`src/rtl/mem_bus_arbiter_pkg.sv`:
```
// Shared CPU bus definitions: fetch/data/memory payload structs, arbiter state and source enums,
// and helpers that turn an upstream request into a memory-port request.
package mem_bus_arbiter_pkg;

  localparam int unsigned ADDR_W = 32;
  localparam int unsigned DATA_W = 32;
  localparam int unsigned SIZE_W = 3;
  localparam int unsigned STRB_W = 4;

  localparam logic [SIZE_W-1:0] SIZE_WORD = SIZE_W'(3'b010);

  typedef struct packed {
    logic              valid;
    logic [ADDR_W-1:0] addr;
  } ibus_req_t;

  typedef struct packed {
    logic              addr_ok;
    logic              data_ok;
    logic [DATA_W-1:0] data;
  } ibus_resp_t;

  typedef struct packed {
    logic              valid;
    logic [ADDR_W-1:0] addr;
    logic [SIZE_W-1:0] size;
    logic [STRB_W-1:0] strobe;
    logic [DATA_W-1:0] data;
  } dbus_req_t;

  typedef struct packed {
    logic              addr_ok;
    logic              data_ok;
    logic [DATA_W-1:0] data;
  } dbus_resp_t;

  typedef struct packed {
    logic              valid;
    logic              is_write;
    logic [ADDR_W-1:0] addr;
    logic [SIZE_W-1:0] size;
    logic [STRB_W-1:0] strobe;
    logic [DATA_W-1:0] data;
  } mem_req_t;

  typedef struct packed {
    logic              ready;
    logic              last;
    logic [DATA_W-1:0] data;
  } mem_resp_t;

  typedef enum logic [1:0] {
    ST_IDLE = 2'd0,
    ST_REQ  = 2'd1,
    ST_WAIT = 2'd2
  } arb_state_e;

  typedef enum logic {
    SRC_I = 1'b0,
    SRC_D = 1'b1
  } bus_src_e;

  // Fetches are always full-word reads.
  function automatic mem_req_t from_ibus(input ibus_req_t r);
    mem_req_t m;
    m.valid    = r.valid;
    m.is_write = 1'b0;
    m.addr     = r.addr;
    m.size     = SIZE_WORD;
    m.strobe   = '0;
    m.data     = '0;
    return m;
  endfunction

  function automatic mem_req_t from_dbus(input dbus_req_t r);
    mem_req_t m;
    m.valid    = r.valid;
    m.is_write = |r.strobe;
    m.addr     = r.addr;
    m.size     = r.size;
    m.strobe   = r.strobe;
    m.data     = r.data;
    return m;
  endfunction

endpackage

```
`src/rtl/bus_grant_sel.sv`:
```
// Fetch/data arbitration with a saturating starvation counter that eventually forces a fetch grant.
module bus_grant_sel
  import mem_bus_arbiter_pkg::*;
#(
  parameter int unsigned STARVE_LIMIT = 3
) (
  input  logic clk,
  input  logic resetn,
  input  logic i_en,
  input  logic i_ivalid,
  input  logic i_dvalid,
  output logic o_grant_i_c,
  output logic o_grant_d_c
);

  localparam int unsigned CNT_W = 2;
  localparam logic [CNT_W-1:0] CNT_MAX = '1;

  logic [CNT_W-1:0] r_starve_cnt;
  logic             w_force_i;

  assign w_force_i   = (32'(r_starve_cnt) == STARVE_LIMIT);
  assign o_grant_i_c = i_en && i_ivalid && (!i_dvalid || w_force_i);
  assign o_grant_d_c = i_en && i_dvalid && !o_grant_i_c;

  // Counts consecutive grants where a waiting fetch lost to data.
  always_ff @(posedge clk) begin
    if (!resetn) begin
      r_starve_cnt <= '0;
    end else if (o_grant_i_c) begin
      r_starve_cnt <= '0;
    end else if (o_grant_d_c && i_ivalid && (r_starve_cnt != CNT_MAX)) begin
      r_starve_cnt <= r_starve_cnt + CNT_W'(1);
    end
  end

endmodule

```
`src/rtl/mem_bus_arbiter.sv`:
```
// Shares one memory port between the fetch and data buses, one transaction at a time.
// Handshake pulses are combinational so grant and data return land in the cycle they occur.
module mem_bus_arbiter
  import mem_bus_arbiter_pkg::*;
#(
  parameter int unsigned STARVE_LIMIT = 3
) (
  input  logic       clk,
  input  logic       resetn,
  input  ibus_req_t  ireq,
  output ibus_resp_t iresp,
  input  dbus_req_t  dreq,
  output dbus_resp_t dresp,
  output mem_req_t   mreq,
  input  mem_resp_t  mresp
);

  arb_state_e r_state;
  arb_state_e w_state_next;
  mem_req_t   r_buf;
  bus_src_e   r_src;
  logic       w_arb_en;
  logic       w_grant_i;
  logic       w_grant_d;

  assign w_arb_en = resetn && (r_state == ST_IDLE);

  bus_grant_sel #(
    .STARVE_LIMIT(STARVE_LIMIT)
  ) u_grant_sel (
    .clk        (clk),
    .resetn     (resetn),
    .i_en       (w_arb_en),
    .i_ivalid   (ireq.valid),
    .i_dvalid   (dreq.valid),
    .o_grant_i_c(w_grant_i),
    .o_grant_d_c(w_grant_d)
  );

  always_ff @(posedge clk) begin
    if (!resetn) begin
      r_state <= ST_IDLE;
    end else begin
      r_state <= w_state_next;
    end
  end

  always_comb begin
    w_state_next = r_state;
    case (r_state)
      ST_IDLE: if (w_grant_i || w_grant_d) w_state_next = ST_REQ;
      ST_REQ:  if (mresp.ready) w_state_next = ST_WAIT;
      ST_WAIT: if (mresp.last) w_state_next = ST_IDLE;
      default: w_state_next = ST_IDLE;
    endcase
  end

  // Request snapshot taken at grant; the memory port only ever sees this copy.
  always_ff @(posedge clk) begin
    if (!resetn) begin
      r_buf <= '0;
      r_src <= SRC_I;
    end else if (w_grant_d) begin
      r_buf <= from_dbus(dreq);
      r_src <= SRC_D;
    end else if (w_grant_i) begin
      r_buf <= from_ibus(ireq);
      r_src <= SRC_I;
    end
  end

  always_comb begin
    iresp = '0;
    dresp = '0;
    mreq  = '0;
    if (resetn) begin
      case (r_state)
        ST_IDLE: begin
          iresp.addr_ok = w_grant_i;
          dresp.addr_ok = w_grant_d;
        end
        ST_REQ: begin
          mreq       = r_buf;
          mreq.valid = 1'b1;
        end
        ST_WAIT: begin
          if (mresp.last) begin
            if (r_src == SRC_D) begin
              dresp.data_ok = 1'b1;
              dresp.data    = mresp.data;
            end else begin
              iresp.data_ok = 1'b1;
              iresp.data    = mresp.data;
            end
          end
        end
        default: ;
      endcase
    end
  end

endmodule

```
`config.mk`:
```
export PLATFORM = sky130hd
export DESIGN_NAME = mem_bus_arbiter
export DESIGN_NICKNAME = d
export VERILOG_FILES = /design/src/rtl/mem_bus_arbiter_pkg.sv /design/src/rtl/bus_grant_sel.sv /design/src/rtl/mem_bus_arbiter.sv
export SDC_FILE = /design/constraint.sdc
export NUM_CORES = 1
export LEC_CHECK = 0
export BUFFER_PORTS_ARGS = -buffer_cell sky130_fd_sc_hd__buf_2
export CORE_ASPECT_RATIO = 1.1
export CORE_MARGIN = 3
export CORE_UTILIZATION = 39
export DETAILED_ROUTE_END_ITERATION = 12
export GPL_ROUTABILITY_DRIVEN = 0
export PLACE_DENSITY = 0.76
export RECOVER_POWER = 25
export SLEW_MARGIN = 30
export SYNTH_ARGS = -nofsm -noshare
export SYNTH_HDL_FRONTEND = slang
export SYNTH_SLANG_ARGS = --single-unit
```
`constraint.sdc`:
```
create_clock -name clk -period 1.5 [get_ports clk]
set_input_delay 0.15 -clock clk [delete_from_list [all_inputs] [get_ports clk]]
set_output_delay 0.15 -clock clk [all_outputs]
set_load 0.02 [all_outputs]
```
==> results of run 1 <==
[cell usage after synthesis, types with 2 or more instances]
cell type  number  share of area [%]
inv_1           2               0.18
nor2_1          6               0.53
a21oi_1        75                8.8
buf_4           2               0.35
or3b_1          3               0.61
dfxtp_1        77                 36
clkbuf_1       36                3.2
clkbuf_4        2               0.35
and2_1        136                 20
buf_2          19                2.2
buf_6           2               0.53
a311oi_1       32                6.6
nor2b_1         2               0.29
o21ai_0        68                8.0
nand2_1         4               0.35
nand3_1        71                8.3
clkbuf_2        2               0.23
o21ai_1         3               0.35
nor3b_2         2               0.59
[through the flow]
stage	setup TNS (ns)	power, uW	instances	worst slack [ns]	cell area [sq um]
detailed placement	-6.24	3330	955	-0.185	6030
global placement	-4.36	3320	955	-0.0961	6030
global route	-66.48	6630	1018	-0.501	8940
floorplan	-0.0816	2850	559	-0.0816	4290
finish	-58.53	6450	1018	-0.461	8940
CTS	-49.94	5840	996	-0.366	7590
[power groups by stage]
| stage | Combinational (uW) | Sequential, uW | Clock, uW |
|---|---|---|---|
| after detailed placement | 1030 | 2290 | 0 |
| after global routing | 1880 | 2290 | 2450 |
| after floorplan | 578 | 2270 | 0 |
| after global placement | 1030 | 2290 | 0 |
| final | 1810 | 2280 | 2350 |
| after CTS | 1220 | 2260 | 2360 |
[cell type report]
class | count | area share (%)
Clock buffer | 11 | 2.71
Inverter | 3 | 0.126
Sequential cell | 77 | 17.3
Antenna cell | 1 | 0.0280
Multi-Input combinational cell | 415 | 37.5
Clock inverter | 4 | 0.811
Tap cell | 143 | 2.00
Timing Repair Buffer | 364 | 39.5
[worst max-delay path by stage]
| stage | slack, ns | start | end |
|---|---|---|---|
| 5_1_grt | -0.50 | r_state[0] | iresp[33] |
| 6_report | -0.46 | r_state[0] | iresp[33] |
| 4_1_cts | -0.37 | r_state[0] | mreq[43] |
| 3_3_place_gp | -0.1 | u_grant_sel.r_starve_cnt[0] | r_buf[50] |
| 2_1_floorplan | -0.08 | r_state[1] | iresp[33] |
| 3_5_place_dp | -0.18 | u_grant_sel.r_starve_cnt[0] | r_buf[53] |
[per-layer routing]
| metal | GRT usage, % | vias up | part of all wire (%) |
|---|---|---|---|
| li1 | - | 2599 | - |
| met1 | 36.6 | 2887 | 36 |
| met2 | 46.9 | 416 | 51 |
| met3 | 7.13 | 89 | 9.0 |
| met4 | 9.84 | 0 | 4.4 |
| met5 | 0 | - | 0 |
[cells by family (layout without fill, tap and decap cells)]
family | count (synthesis) | after routing | synth area share (%)
adders and majority gates | 1 | 1 | 0.293
and+or+nand+nor | 232 | 232 | 32.0
buffers and inverters | 67 | 382 | 7.20
DFF | 77 | 77 | 36.0
other | 0 | 1 | 0
AOI/OAI and AO/OA | 182 | 182 | 24.5
[worst max-delay path: cells and delay by family, from the launching register on]
kind	cells	cell delay [ns]
buf+inv	3	0.47
flops	1	0.36
simple gates	2	0.65
[state kept, by name, summed over array words and instances (netlist names)]
register                  flops
r_buf                        72
r_state                       2
u_grant_sel.r_starve_cnt      2
r_src                         1
[what timing repair did]
action / 4_1_cts / 5_1_grt
hold endpoints to repair: 0 / 0
pin swaps: 36 / 126
buffers inserted: 17 / 15
gates resized for setup: 297 / 286
hold buffers: 0 / 0
cloned: 10 / 14
setup endpoints to repair: 206 / 215
==> results.md, run 1 <==
* Sw Share at between 20% and 30%
* Worst Setup Start Kind: flop
* # setup viols final at ~220
* Avg Inst Size Synth at around 7.7 sq um
* Outcome: finished, violations left
* Worst-Margin Slew at roughly 1.2 ns
* Routed Antenna Nets at 0
* Core ar. at between 0.01 and 0.015 sq mm
* Worst Hold Slack at 0.0737 ns
* Internal power at about 4600 uW
* Worst hold path depth at 3
* Cts bufs inserted at 9
* Most common cell after layout, fill and taps aside: buf_6
* NumNets Final at between 1000 and 1500
* Final hold violation count at 0
* R2R Path End: r_buf[39]
* Initial drt markers at around 620
* HP Class: input pin to flop
* Async SR Flop Fraction at 0%
* Wire per inst at between 20 and 25 um
* Root Buffer: clkbuf_16
* Ys Warns at 0
* Number of synthesized flops with an enable pin at 0
* #FFs+latches synth at 77
* Max transition margin at 19.0%
* Cell Chain, Critical Path: buf_6 > or3b_4 > buf_12 > nor3b_2 > buf_4
* Global-route wire length before repair at 27600 um
* Die X-Extent at about 110 um
* Total gr overflow at 0
* R2R Setup Slk at -0.32 ns
* Vias at 5991
* Die ar. at 0.0123 sq mm
* Largest net degree at the start of global routing at 77
* Mapped Cells at 559
* Ys flop type: dfxtp_1
* Port Buffer Count at approximately 280
* Crit path required time at around 1.4 ns
* Clock sink count at 77
* Pwr dens at about 720 mW/mm^2
* Vias in the first global route at 5188
* I/O pin total at about 280
* Reg area at around 0.0015 sq mm
* Worst Setup Slack, final at -0.461 ns
* Max Fclk at roughly 510 MHz
* DRC violation count after routing at 0
* Critical setup path kind: flop to output port
* Max Fanout on Critical Path at 5
* Most frequent cells in the layout: 155 x buf_6, 141 x buf_2, 118 x and2_4, 75 x dfxtp_1
* Post-route clock period utilization at 131%
* Max Cap Viol at 0
* Crit path arrival time at roughly 1.8 ns
* Core Util, Final at between 80% and 90%
* CTS H-Tree Depth at 3
* Skew-Pair Late Insertion Delay at between 0.3 and 0.4 ns
* Synth unique cells at 34
* Vias/cell at approximately 5.9
* Chip height at ~120 um
* Comb pwr share at between 20% and 30%
* Fin. max-slew vios at 0
* Initial Util at between 40 and 50%
* Number of fill cells at 567
* Failing checks: negative setup slack
* Synth Cell Area at around 0.0043 sq mm
* Layout Skew at 0.00572 ns
* Net count after synthesis at approximately 700
* Register share of total power at a little over a third
* Share of layout cells above drive strength 1 at between 60 and 70%
* Lkg Pwr at 0.00382 uW
* Clk slew on worst S/H paths at 0.06 ns
* CP peak stage delay at 0.44 ns
* P&R area growth vs syn at 109%
* Switching pwr at between 1500 and 2000 uW
* Clock power share at 36.5%
* RR Startpoint: r_state[1]
* Post-DP HPWL at roughly 11000 um
* Final min period at 1.96 ns
* Global Route Usage Sum at between 20% and 30%
* Pre-Repair DR Iteration Count at 5
* RSZ-0062 raised after global routing: yes
* Hold path start: dreq[19]
* Crit end category: output port
* VDD IR max at 0.658 mV
* TritonCTS clock tree: yes
* Seq/Total Area, Yosys at between 30% and 40%
* Hold endpoint: r_buf[19]
* Routed WL at 24900 um
* Area of the multi-input gates at between 0.003 and 0.004 sq mm
* Row count at 39
* Initial antenna violation count at 1
* Maximum clock insertion buffer count at 2
* R2r worst-path depth at 8
* Slowest CP cell: or3b_4
Note: power is estimated with default switching activity, not from simulation.
==> run 2: changes to the inputs <==
--- a/config.mk
+++ b/config.mk
@@ -17,3 +17,4 @@
 export SYNTH_ARGS = -nofsm -noshare
 export SYNTH_HDL_FRONTEND = slang
 export SYNTH_SLANG_ARGS = --single-unit
+export TNS_END_PERCENT = 20
==> run 2 against run 1 <==
  * The run still ends with negative setup slack left
  * Sequential share of layout area grew 2.5 points
  * Sequential cell count is the same
  * Worst setup slack gained 0.13 ns
  * Non-clock buffer count shrank 37
  * Fmax grew 7.0%
  * Highest routed layer unchanged
==> results.md, run 2 (same netlist as run 1, synthesis figures left out) <==
* Crit end category: output port
* Sw Share at 27.8% (-1.7 points)
* Skew-Pair Late Insertion Delay at 0.33 ns (about the same)
* Number of fill cells at 766 (+35%)
* Hold path start: dreq[11]
* Worst Setup Start Kind: flop
* P&R area growth vs syn at 83.3%
* Layout Cells excl Fill at 983 (-3.4%)
* Max reg flops at 72 (unchanged)
* Layout Skew at 0.00739 ns (+0.00167 ns)
* Maximum clock insertion buffer count at 2 (unchanged)
* Pre-Repair DR Iteration Count at 5 (unchanged)
* Row count at 39 (unchanged)
* # setup viols final at 168 (-22%)
* Failing checks: negative setup slack
* Pwr dens at 749 mW/mm^2 (+3.9%)
* Switching pwr at 1630 uW (-14%)
* Die ar. at 0.0123 sq mm (unchanged)
* Largest net degree at the start of global routing at 77 (unchanged)
* Cts-stage hold buffer count at 0 (unchanged)
* Placed Cells at 945 (-1.0%)
* Global Route Usage Sum at 28.8% (+0.42 points)
* RR Startpoint: r_state[1]
* Post-DP HPWL at 11500 um (+7.5%)
* Largest reg by FF count: r_buf
* Worst hold path depth at 3 (unchanged)
* NumNets Final at 975 (-3.7%)
* Final hold violation count at 0 (unchanged)
* TritonCTS clock tree: yes
* Vias/cell at 5.57 (-5.3%)
* Wire per inst at 19.9 um (-18%)
* Worst-Margin Slew at 0.940 ns (-0.276 ns)
* Initial drt markers at 426 (-31%)
* Routed WL at 19600 um (-21%)
* Max Fanout on Critical Path at 18 (+13)
* Initial Util at 40.6% (unchanged)
* Clock power share at 40.1% (+3.6 points)
* Hold endpoint: r_buf[11]
* Fin. max-slew vios at 0 (unchanged)
* R2R Path End: r_buf[41]
* Internal power at 4240 uW (-6.8%)
* Max transition margin at 37.4% (+18 points)
* Critical setup path kind: flop to output port
* Cts bufs inserted at 9 (unchanged)
* Core Util, Final at 74.4% (-10 points)
* Core ar. at 0.0105 sq mm (unchanged)
* Crit path required time at 1.35 ns (about the same)
* Total gr overflow at 0 (unchanged)
* Vias in the first global route at 5256 (+1.3%)
* Root Buffer: clkbuf_16
* Worst Hold Slack at 0.0670 ns (-0.00669 ns)
* Crit path arrival time at 1.68 ns (-0.13 ns)
* HP Class: input pin to flop
* Max Cap Viol at 0 (unchanged)
* R2R Setup Slk at -0.07 ns (+0.25 ns)
* Lkg Pwr at 0.00344 uW (-9.8%)
* RSZ-0062 raised after global routing: yes
* VDD IR max at 0.641 mV (-2.7%)
* Global-route wire length before repair at 28000 um (+1.3%)
* Outcome: finished, violations left
* Chip height at 116 um (unchanged)
* Largest regs: r_buf (72), r_state (2), u_grant_sel.r_starve_cnt (2)
* Post-route clock period utilization at 122% (-8.5 points)
* Clock sink count at 77 (unchanged)
* Most frequent cells in the layout: 140 x buf_2, 135 x buf_6, 97 x and2_4, 75 x dfxtp_1, 74 x a21oi_1
* I/O pin total at 282 (unchanged)
* Most common cell after layout, fill and taps aside: buf_2
* R2r worst-path depth at 5 (-3)
* Clk slew on worst S/H paths at 0.06 ns (about the same)
* Port Buffer Count at 281 (unchanged)
* Register share of total power at 38.6% (+3.2 points)
* Worst Setup Slack, final at -0.333 ns (+0.128 ns)
* Share of layout cells above drive strength 1 at 56.4% (-12 points)
* Final min period at 1.83 ns (-0.128 ns)
* Die X-Extent at 106 um (unchanged)
* DRC violation count after routing at 0 (unchanged)
* Routed Antenna Nets at 0 (unchanged)
* Comb pwr share at 21.3% (-6.8 points)
* CTS H-Tree Depth at 3 (unchanged)
* Initial antenna violation count at 3 (+2)
* Max Fclk at 546 MHz (+7.0%)
* Vias at 5479 (-8.5%)
==> run 2: cell types whose count changed in the layout (fill, tap and decap cells not counted), moves of 12 or more <==
cell     previous run  this run
and2_4            118        97
a21oi_2            28         1
nand3_4            19         0
a21oi_1            47        74
nand3_2            15         3
o21ai_0            47        59
and2_1             18        39
buf_6             155       135
nand3_1            37        68
==> run 2: worst max-delay path, stage by stage, from the launching register on <==
cell       delay [ns]
dfxtp_4          0.36
buf_6            0.12
nor3b_4          0.25
buf_6            0.16
clkbuf_16        0.17
and2_1           0.15
buf_4            0.15
==> run 2: worst max-delay path by stage <==
stage,slack (ns),depth (start not counted),to,from
after floorplan,-0.11,5,iresp[23],r_state[0]
after global placement,-0.10,4,iresp[33],r_state[1]
after detailed placement,-0.19,4,r_buf[44],u_grant_sel.r_starve_cnt[0]
after CTS,-0.33,4,iresp[33],r_state[1]
after global routing,-0.41,6,mreq[65],r_state[0]
final,-0.33,6,mreq[65],r_state[1]
==> run 2: final cells by class <==
cell class	count	area [sq um]	area share, %
Tap cell	143	179	2.28
Clock inverter	7	98.8	1.26
Clock buffer	9	225	2.87
Sequential cell	77	1550	19.8
Multi-Input combinational cell	415	2820	36.0
Timing Repair Buffer	327	2950	37.6
Inverter	3	11.3	0.144
Antenna cell	2	5.00	0.0639
==> run 2: what timing repair did <==
action / CTS / global route
pin swaps: 18 / 101
gates resized for setup: 309 / 111
setup buffers: 5 / 5
cloned: 6 / 4
setup endpoints to repair: 213 / 212
==> run 2: metal layers <==
metal  vias up  track usage (%)  wire (um)
met3        46             6.80       1510
met4         0             11.9        708
met5         -                0          0
met1      2612             33.1       6970
li1       2515                -          -
met2       306             51.9      10400
==> run 2: stage by stage <==
| step | total power, uW | worst slack [ns] | instance area (sq um) | TNS (ns) |
|---|---|---|---|---|
| after floorplan | 2850 | -0.109 | 4280 | -2.05 |
| after global placement | 3270 | -0.101 | 5930 | -3.90 |
| after detailed placement | 3290 | -0.187 | 5930 | -7.32 |
| after CTS | 5780 | -0.330 | 7370 | -37.15 |
| after global routing | 6100 | -0.413 | 7840 | -51.21 |
| final | 5870 | -0.333 | 7840 | -39.99 |
==> run 2: power by group through the flow <==
stage          Clock [uW]  Sequential, uW  Combinational [uW]
3_5_place_dp            0            2300                 992
2_1_floorplan           0            2270                 577
5_1_grt              2470            2280                1350
3_3_place_gp            0            2290                 981
6_report             2350            2270                1250
4_1_cts              2400            2250                1130
